`src/rtl/ita_hwpe_job_sequencer.sv`:
```
// Job sequencer: latches tiles/stream ctrl on start, pulses per-tile streamer/engine starts, one done event per job.
// Pulses are registered (1 cycle after the deciding edge); no backpressure, progress is gated by the streamer done pulses.
module ita_hwpe_job_sequencer #(
    parameter int unsigned TILE_FIELD_W = 4,
    parameter int unsigned TILE_CNT_W   = 12
) (
    input  logic                  clk_i,
    input  logic                  rst_ni,
    input  logic                  clear_i,
    input  logic                  start_i,
    input  logic [15:0]           reg_tiles_i,
    input  logic [4:0]            reg_ctrl_stream_i,
    input  logic                  input_done_i,
    input  logic                  weight_done_i,
    input  logic                  bias_done_i,
    input  logic                  output_done_i,
    output logic                  input_req_o,
    output logic                  weight_req_o,
    output logic                  bias_req_o,
    output logic                  output_req_o,
    output logic                  engine_start_o,
    output logic                  busy_o,
    output logic                  evt_done_o,
    output logic [TILE_CNT_W-1:0] tile_cnt_o,
    output logic [2:0]            state_o
);

    typedef enum logic [2:0] {
        IDLE     = 3'd0,
        ISSUE    = 3'd1,
        WAIT     = 3'd2,
        NL_ISSUE = 3'd3,
        NL_WAIT  = 3'd4,
        DONE     = 3'd5
    } state_e;

    state_e                state_q, state_d;
    logic [TILE_CNT_W-1:0] tile_cnt_q, tile_cnt_d;
    logic [TILE_CNT_W-1:0] total_q, total_d;
    logic [4:0]            ctrl_q, ctrl_d;
    logic [3:0]            done_q, done_d;   // {output, bias, weight, input}
    logic [3:0]            done_all;
    logic                  last_tile;
    logic                  first_tile;
    logic                  unused_bits;

    assign unused_bits = ^{reg_tiles_i[15:3*TILE_FIELD_W], ctrl_q[3]};

    function automatic logic [TILE_CNT_W-1:0] at_least_one(input logic [TILE_FIELD_W-1:0] f);
        return (f == '0) ? TILE_CNT_W'(1) : TILE_CNT_W'(f);
    endfunction

    assign done_all   = done_q | {output_done_i, bias_done_i, weight_done_i, input_done_i};
    assign last_tile  = (tile_cnt_q == total_q - TILE_CNT_W'(1));
    assign first_tile = (tile_cnt_q == '0);

    always_ff @(posedge clk_i or negedge rst_ni) begin
        if (!rst_ni) begin
            state_q    <= IDLE;
            tile_cnt_q <= '0;
            total_q    <= '0;
            ctrl_q     <= '0;
            done_q     <= '0;
        end else begin
            state_q    <= state_d;
            tile_cnt_q <= tile_cnt_d;
            total_q    <= total_d;
            ctrl_q     <= ctrl_d;
            done_q     <= done_d;
        end
    end

    always_comb begin
        state_d    = state_q;
        tile_cnt_d = tile_cnt_q;
        total_d    = total_q;
        ctrl_d     = ctrl_q;
        done_d     = done_q;
        unique case (state_q)
            IDLE: begin
                if (start_i) begin
                    state_d    = ISSUE;
                    ctrl_d     = reg_ctrl_stream_i;
                    total_d    = at_least_one(reg_tiles_i[TILE_FIELD_W-1:0])
                               * at_least_one(reg_tiles_i[2*TILE_FIELD_W-1:TILE_FIELD_W])
                               * at_least_one(reg_tiles_i[3*TILE_FIELD_W-1:2*TILE_FIELD_W]);
                    tile_cnt_d = '0;
                end
            end
            ISSUE: begin
                // Done flags seen this cycle are dropped; unrequested streamers start out done.
                state_d = WAIT;
                done_d  = {ctrl_q[4], ctrl_q[2], ctrl_q[0] && first_tile, 1'b0};
            end
            WAIT: begin
                done_d = done_all;
                if (&done_all) begin
                    if (!last_tile) begin
                        tile_cnt_d = tile_cnt_q + TILE_CNT_W'(1);
                        state_d    = ISSUE;
                    end else if (ctrl_q[1]) begin
                        state_d = NL_ISSUE;
                    end else begin
                        state_d = DONE;
                    end
                end
            end
            NL_ISSUE: state_d = NL_WAIT;
            NL_WAIT:  if (weight_done_i) state_d = DONE;
            DONE:     state_d = IDLE;
            default:  state_d = IDLE;
        endcase
        if (clear_i) begin
            state_d    = IDLE;
            tile_cnt_d = '0;
            done_d     = '0;
        end
    end

    // All outputs decode flop state only, so every pulse lives exactly in its state's cycle.
    always_comb begin
        input_req_o    = 1'b0;
        weight_req_o   = 1'b0;
        bias_req_o     = 1'b0;
        output_req_o   = 1'b0;
        engine_start_o = 1'b0;
        evt_done_o     = 1'b0;
        unique case (state_q)
            ISSUE: begin
                input_req_o    = 1'b1;
                engine_start_o = 1'b1;
                weight_req_o   = !(ctrl_q[0] && first_tile);
                bias_req_o     = !ctrl_q[2];
                output_req_o   = !ctrl_q[4];
            end
            NL_ISSUE: weight_req_o = 1'b1;
            DONE:     evt_done_o   = 1'b1;
            default: ;
        endcase
    end

    assign busy_o     = (state_q != IDLE);
    assign tile_cnt_o = tile_cnt_q;
    assign state_o    = state_q;

endmodule

```
`config.mk`:
```
export PLATFORM = sky130hd
export DESIGN_NAME = ita_hwpe_job_sequencer
export DESIGN_NICKNAME = d
export VERILOG_FILES = /design/src/rtl/ita_hwpe_job_sequencer.sv
export SDC_FILE = /design/constraint.sdc
export NUM_CORES = 1
export LEC_CHECK = 0
export BUFFER_PORTS_ARGS = -buffer_cell sky130_fd_sc_hd__buf_2
export CORE_ASPECT_RATIO = 0.7
export CORE_MARGIN = 4
export CORE_UTILIZATION = 60
export DETAILED_ROUTE_END_ITERATION = 10
export GPL_TIMING_DRIVEN = 0
export HOLD_SLACK_MARGIN = 0.06
export PLACE_DENSITY = 0.83
export SETUP_SLACK_MARGIN = 0.5
export SLEW_MARGIN = 0
export SYNTH_ARGS = -nofsm -noshare
export SYNTH_HDL_FRONTEND = slang
export SYNTH_SLANG_ARGS = --single-unit
```
`constraint.sdc`:
```
create_clock -name clk_i -period 5.45 [get_ports clk_i]
set_clock_uncertainty 0.05 [all_clocks]
set_input_delay 0.545 -clock clk_i [delete_from_list [all_inputs] [get_ports clk_i]]
set_output_delay 0.545 -clock clk_i [all_outputs]
set_load 0.03 [all_outputs]
```
==> flow_summary.ini, run 1 <==
[run_status]
status = completed

[grt]
grt_start_max_net_pins = 36
grt_overflow = 0
grt_pass1_wl_um = 16200
first_global_vias = 3385
initial_antenna_violation_count = 0
globalRouteTotalUtil_pct = 27.9

[clocking]
cts.htree.levels = 2
clock_path_buffers = 2
tritoncts.num_buffers = 5
cts-root-buf = sky130_fd_sc_hd__clkbuf_8
tritoncts = yes
cts_hold_buf = 0
clk_latency_ps = 290
cts.sinks = 35
cts.reportedPaths.clkPinSlew_ps = 80

[floorplanning]
design.die.area_um2 = 7290
effective_utilization_at_floorplan_pct = 62.2
placement_rows = 23
die_w_um = 100
die_height_um = 72.6
placeableCoreArea_um2 = 5760
top_level_pins = 51

[route]
m1WireLength_um = 4510
dr_total_vias = 3464
drt-wirelength-per-cell_um = 17.6
detail_route.drc_violations = 0
wl_um = 10100
viasPerCell = 6.06
wire_length_on_met3_um = 961
dr.first_iter.drc_count = 361
postRouteAntennaNets = 0
detailedRoute.firstPassIterationCount = 5
highest-signal-layer = met4
wl_met2_um = 4460

[setup_path]
worst_path_cell_trace = buf_8 > nor3_4 > o21ai_2 > fa_1 > inv_2 > fa_1 > ha_1 > a21o_1 > a21oi_2 > xnor2_2 > and2_4 > fa_1 > inv_1 > fa_1 > inv_2 > ha_4 > a21o_1 > a21o_1 > a21oi_2 > nor4b_2 > or3_1
worstPathRequired_ps = 5560
crit_top_cell = sky130_fd_sc_hd__fa_1
crit_type = input port to flip-flop
crit_path_max_fanout = 4
timing.critical_path.from_type = input port
source_of_the_worst_register_to_register_timing_path = state_o[0]
critical_path.startpoint = reg_tiles_i[2]
critPathCaptureType = flip-flop
slowest_stage_cell_cp = sky130_fd_sc_hd__fa_1
critical_path_arrival_ps = 5290
critical-path-max-stage-delay_ps = 510

[sta]
fmax_mhz = 193
maxSlewHeadroom_pct = 17.3
report.final.hold_viol_count = 0
report.final.setup_viol = 0
final.setup.worst_slack_ps = 273
rsz0062_at_grt = yes
fin_crit_sh_pct = 95.0
worstMarginPinSlew_ps = 1230
final_max_slew_viol_count = 0
period_minus_slack_ps = 5180

[layout]
antenna_cells_inserted = 0
area.growth.synth_to_final_pct = 19.5
final_nets = 572
fin_area_um2 = 4280
fillers = 407
post_layout_nonfiller_instances = 572
final_layout_size_suffix_gt1_share_pct = 21.3

[synthesis]
synthArstFlopShare_pct = 100
synth_edf_count = 0
synth.area.top_cells = sky130_fd_sc_hd__dfrtp_1 (24%), sky130_fd_sc_hd__ha_1 (11%), sky130_fd_sc_hd__fa_1 (8.9%), sky130_fd_sc_hd__nand2_1 (5.9%), sky130_fd_sc_hd__and2_1 (4.5%)
yosys_register_bits = 35
post-synth-top-count-cell = sky130_fd_sc_hd__nand2_1
syn-num-nets = 507
cell_variety_after_synth = 56
ys_dominant_reg_cell = sky130_fd_sc_hd__dfrtp_1
post_synth_instance_area_um2 = 3580
netlist.top_cell.by_area = sky130_fd_sc_hd__dfrtp_1
postSynthCellCount = 431
yosysSeqAreaShare_pct = 24.4
yosys_warnings = 0
synth.top_cell.area_share_pct = 24.4
post_synth_most_frequent_cells = sky130_fd_sc_hd__nand2_1 (56), sky130_fd_sc_hd__inv_1 (36), sky130_fd_sc_hd__dfrtp_1 (35)
synthesis.area_per_instance_um2 = 8.31

[placement]
dp.cells = 550
place.port_buffers = 44
dpl-instance-area_um2 = 3960
gp_routability_congestion = 0.901
place_ws_ps = -112
dp.final_hpwl_um = 7090

[pwr]
power_per_cell_area_nw_per_um2 = 351
leakage_uw = 0.00219
vdd_drop_max_uv = 185

[flow_run]
cap_violations = 0

[hold_path]
hold_path_class = input port to async pin
timing repair:
item / in CTS / in global routing
pin swaps: 27 / 12
setup buffers: 11 / 3
endpoints found under the setup margin: 3 / 5
gates resized for setup: 20 / 7
metrics by stage:
| stage | TNS, ps | power, µW | utilization (%) | hold slack [ps] |
|---|---|---|---|---|
| after floorplan | 0 | 932 | - | 199 |
| after global placement | 0 | 1050 | 68.7 | 422 |
| after detailed placement | -112 | 1090 | 68.7 | 429 |
| after CTS | 0 | 1440 | 73.6 | 312 |
| after global routing | 0 | 1610 | 74.4 | 350 |
| final | 0 | 1500 | 74.4 | 288 |
sequential cells by signal, indices dropped and copies added (netlist names):
signal	cells
ctrl_q	4
done_q	4
state_o	3
tile_cnt_o	12
total_q	12
area by class of cell:
type	count	area [µm²]	share of cell area, %
clock buffers	6	82.6	1.93
multi-input cells	346	2660	62.0
plain buffers	14	57.6	1.34
flip-flops and latches	35	876	20.5
clock inverters	2	35.0	0.818
inverters	36	135	3.16
repair buffers	58	345	8.07
well taps	75	93.8	2.19
worst max-delay path: cells and delay by family:
kind,cells,cell delay [ps]
and+or+nand+nor,4,780
xor gates and xnor gates,1,120
buffers and inverters,4,250
adders and majority gates,6,2500
AOI/OAI and AO/OA,6,1100
where the power goes:
part | total, µW | internal (µW) | switching, µW
clock | 248 | 148 | 99.4
combinational | 899 | 414 | 486
sequential | 358 | 303 | 54.2
placed cells by master (no fill, tap or decap), drive strengths merged, types with 14 or more instances in the layout:
master,count
a21oi,17
and2,26
buf,60
clkbuf,18
dfrtp,35
fa,16
ha,31
inv,36
nand2,57
nand3,14
nor2,30
o21ai,16
xnor2,17
path summary, 6_finish.rpt:
kind	to	slack, ps	cells after the start
worst max-delay path	total_q[10]	270	21
worst min-delay path	tile_cnt_o[6]	290	1
worst max register to register	tile_cnt_o[9]	2630	8
worst min register to register	ctrl_q[0]	450	2
max in group asynchronous	total_q[11]	4540	1
min in group clk_i	ctrl_q[4]	400	3
routing by layer:
layer / GRT usage (%) / up-vias
met1: 41.0 / 1629
met2: 43.0 / 184
li1: - / 1635
met4: 4.78 / 0
met3: 6.21 / 16
met5: 0 / -
logic make-up after synthesis:
group / after synthesis / share of synthesized area [%]
fa+ha+maj: 47 / 19.8
flops: 35 / 24.4
buf+inv: 50 / 5.38
simple gates: 190 / 27.7
mux: 2 / 0.559
compound gates: 81 / 15.8
xor+xnor: 26 / 6.36
(Power assumes the default switching activity.)
==> run 2: changes to the inputs <==
--- a/config.mk
+++ b/config.mk
@@ -13,7 +13,7 @@
 export GPL_TIMING_DRIVEN = 0
 export HOLD_SLACK_MARGIN = 0.06
 export PLACE_DENSITY = 0.83
-export SETUP_SLACK_MARGIN = 0.5
+export RECOVER_POWER = 50
 export SLEW_MARGIN = 0
 export SYNTH_ARGS = -nofsm -noshare
 export SYNTH_HDL_FRONTEND = slang
==> run 2 against run 1 <==
The run now ends with capacitance limit, slew limit left. First-iteration DRC count decreased by 12%. Final area fell by 1.8%. Critical path depth unchanged. Sequential share of layout area rose by 0.37 points. Die area is the same. Register-to-register slack better by 40 ps. Hold slack improved by 110 ps. Routed wire length fell by 1.1%. Combinational power up 1%. Count of clock-buffer cells in the layout is the same.
==> flow_summary.ini, run 2 (same netlist as run 1, synthesis figures left out) <==
[run_status]
status = finished, violations left
failing_checks = capacitance limit, slew limit

[sta]
report.final.setup_viol = 0
fin_crit_sh_pct = 98.1
maxSlewHeadroom_pct = -27.9
worstMarginPinSlew_ps = 1920
tns_ps = 0
final_max_slew_viol_count = 36
report.final.hold_viol_count = 0
period_minus_slack_ps = 5340
fmax_mhz = 187
fin_hold_ws_ps = 397

[layout]
post_layout_nonfiller_instances = 569
post-route-util_pct = 73.1
most-common-layout-cells = sky130_fd_sc_hd__nand2_1 (56), sky130_fd_sc_hd__dfrtp_1 (35), sky130_fd_sc_hd__buf_2 (34), sky130_fd_sc_hd__inv_1 (30), sky130_fd_sc_hd__nor2_1 (29)
fin_area_um2 = 4210
register_area_um2 = 876
final_nets = 570
combined_area_of_the_multi_input_logic_cells_um2 = 2660
final_common_cell = sky130_fd_sc_hd__nand2_1
area.growth.synth_to_final_pct = 17.4
antenna_cells_inserted = 0
fillers = 459
final_layout_size_suffix_gt1_share_pct = 18.2

[placement]
dp.cells = 550
place.port_buffers = 44
gp_routability_congestion = 0.938
dp.final_hpwl_um = 7250
dpl-instance-area_um2 = 3900

[clocking]
tritoncts.num_buffers = 5
cts.htree.levels = 2
cts.reportedPaths.clkPinSlew_ps = 70
tritoncts = yes
cts-root-buf = sky130_fd_sc_hd__clkbuf_8
clock_path_buffers = 2
cts.sinks = 35
clk_latency_ps = 290

[pwr]
vdd_drop_max_uv = 180
leakage_uw = 0.00210
power_per_cell_area_nw_per_um2 = 347

[grt]
first_global_vias = 3338
initial_antenna_violation_count = 0
grt_pass1_wl_um = 16000
globalRouteTotalUtil_pct = 27.4
grt_overflow = 0
grt_start_max_net_pins = 36

[floorplanning]
placement_rows = 23
die_height_um = 72.6
die_w_um = 100
effective_utilization_at_floorplan_pct = 62.2
design.die.area_um2 = 7290
placeableCoreArea_um2 = 5760
top_level_pins = 51

[setup_path]
timing.critical_path.from_type = input port
worstPathRequired_ps = 5570
worst_path_cell_trace = buf_2 > nor3_4 > o21ai_2 > fa_1 > inv_1 > fa_1 > ha_1 > a21o_1 > a21oi_2 > xnor2_2 > and2_4 > fa_1 > inv_2 > fa_1 > inv_1 > ha_4 > a21o_1 > a21o_1 > a21oi_2 > and4b_1 > or3_1
critPathCaptureType = flip-flop
critical-path-max-stage-delay_ps = 550
critical_path_buf_inv_count = 4
slowest_stage_cell_cp = sky130_fd_sc_hd__fa_1
crit_path_max_fanout = 5
critPathTopFamily = adder cells
crit_type = input port to flip-flop
critical_path_arrival_ps = 5460
crit_top_cell = sky130_fd_sc_hd__fa_1

[route]
viasPerCell = 6.15
detailedRoute.firstPassIterationCount = 5
postRouteAntennaNets = 0
detail_route.drc_violations = 0
drt-wirelength-per-cell_um = 17.5
wl_um = 9960
dr.first_iter.drc_count = 316
dr_total_vias = 3502

[flow_run]
cap_violations = 1

[hold_path]
hold_path_class = input port to flip-flop
## run 2: worst paths after layout
path / start / slack [ps] / cells past startpoint / endpoint
worst max register to register: state_o[0] / 2670 / 8 / tile_cnt_o[9]
max in group asynchronous: rst_ni / 3510 / 1 / total_q[0]
worst max-delay path: reg_tiles_i[1] / 110 / 21 / total_q[10]
worst min register to register: ctrl_q[0] / 440 / 2 / ctrl_q[0]
worst min-delay path: reg_ctrl_stream_i[2] / 400 / 3 / ctrl_q[2]
min in group asynchronous: rst_ni / 720 / 1 / done_q[2]
## run 2: layout make-up
| cell class | instances | share of cell area, % |
|---|---|---|
| Multi-Input combinational cell | 346 | 63.2 |
| Clock buffer | 6 | 1.96 |
| Inverter | 36 | 3.21 |
| Clock inverter | 1 | 0.119 |
| Tap cell | 75 | 2.23 |
| Sequential cell | 35 | 20.8 |
| Buffer | 14 | 1.37 |
| Timing Repair Buffer | 56 | 7.05 |
## run 2: power by group
part	switching [µW]	internal, µW	total, µW
combinational	501	408	909
sequential	52.1	303	356
clock	96.1	99.2	195
## run 2: timing repair
action	CTS	global route
buffers inserted	4	8
pin swaps	5	23
gates resized for setup	7	21
hold buffers	0	0
endpoints found under the setup margin	2	3
## run 2: metal layers
metal	track usage, %	share of wire (%)	wire (µm)
met1	40.5	44	4390
met2	42.4	46	4610
met3	5.83	8.8	877
met4	3.89	0.85	85
met5	0	0	0
## run 2: metrics by stage
step	setup WS (ps)	power [µW]
after floorplan	14.6	896
after global placement	-401	1010
after detailed placement	-559	1060
after CTS	3.47	1290
after global routing	-40.2	1560
final	106	1460
## run 2: worst reg2reg max path, delay by kind of cell, from the launching register on
family / cells / cell delay [ps]
AOI/OAI and AO/OA: 3 / 460
and+or+nand+nor: 4 / 1600
DFF: 1 / 380
buffers and inverters: 1 / 200
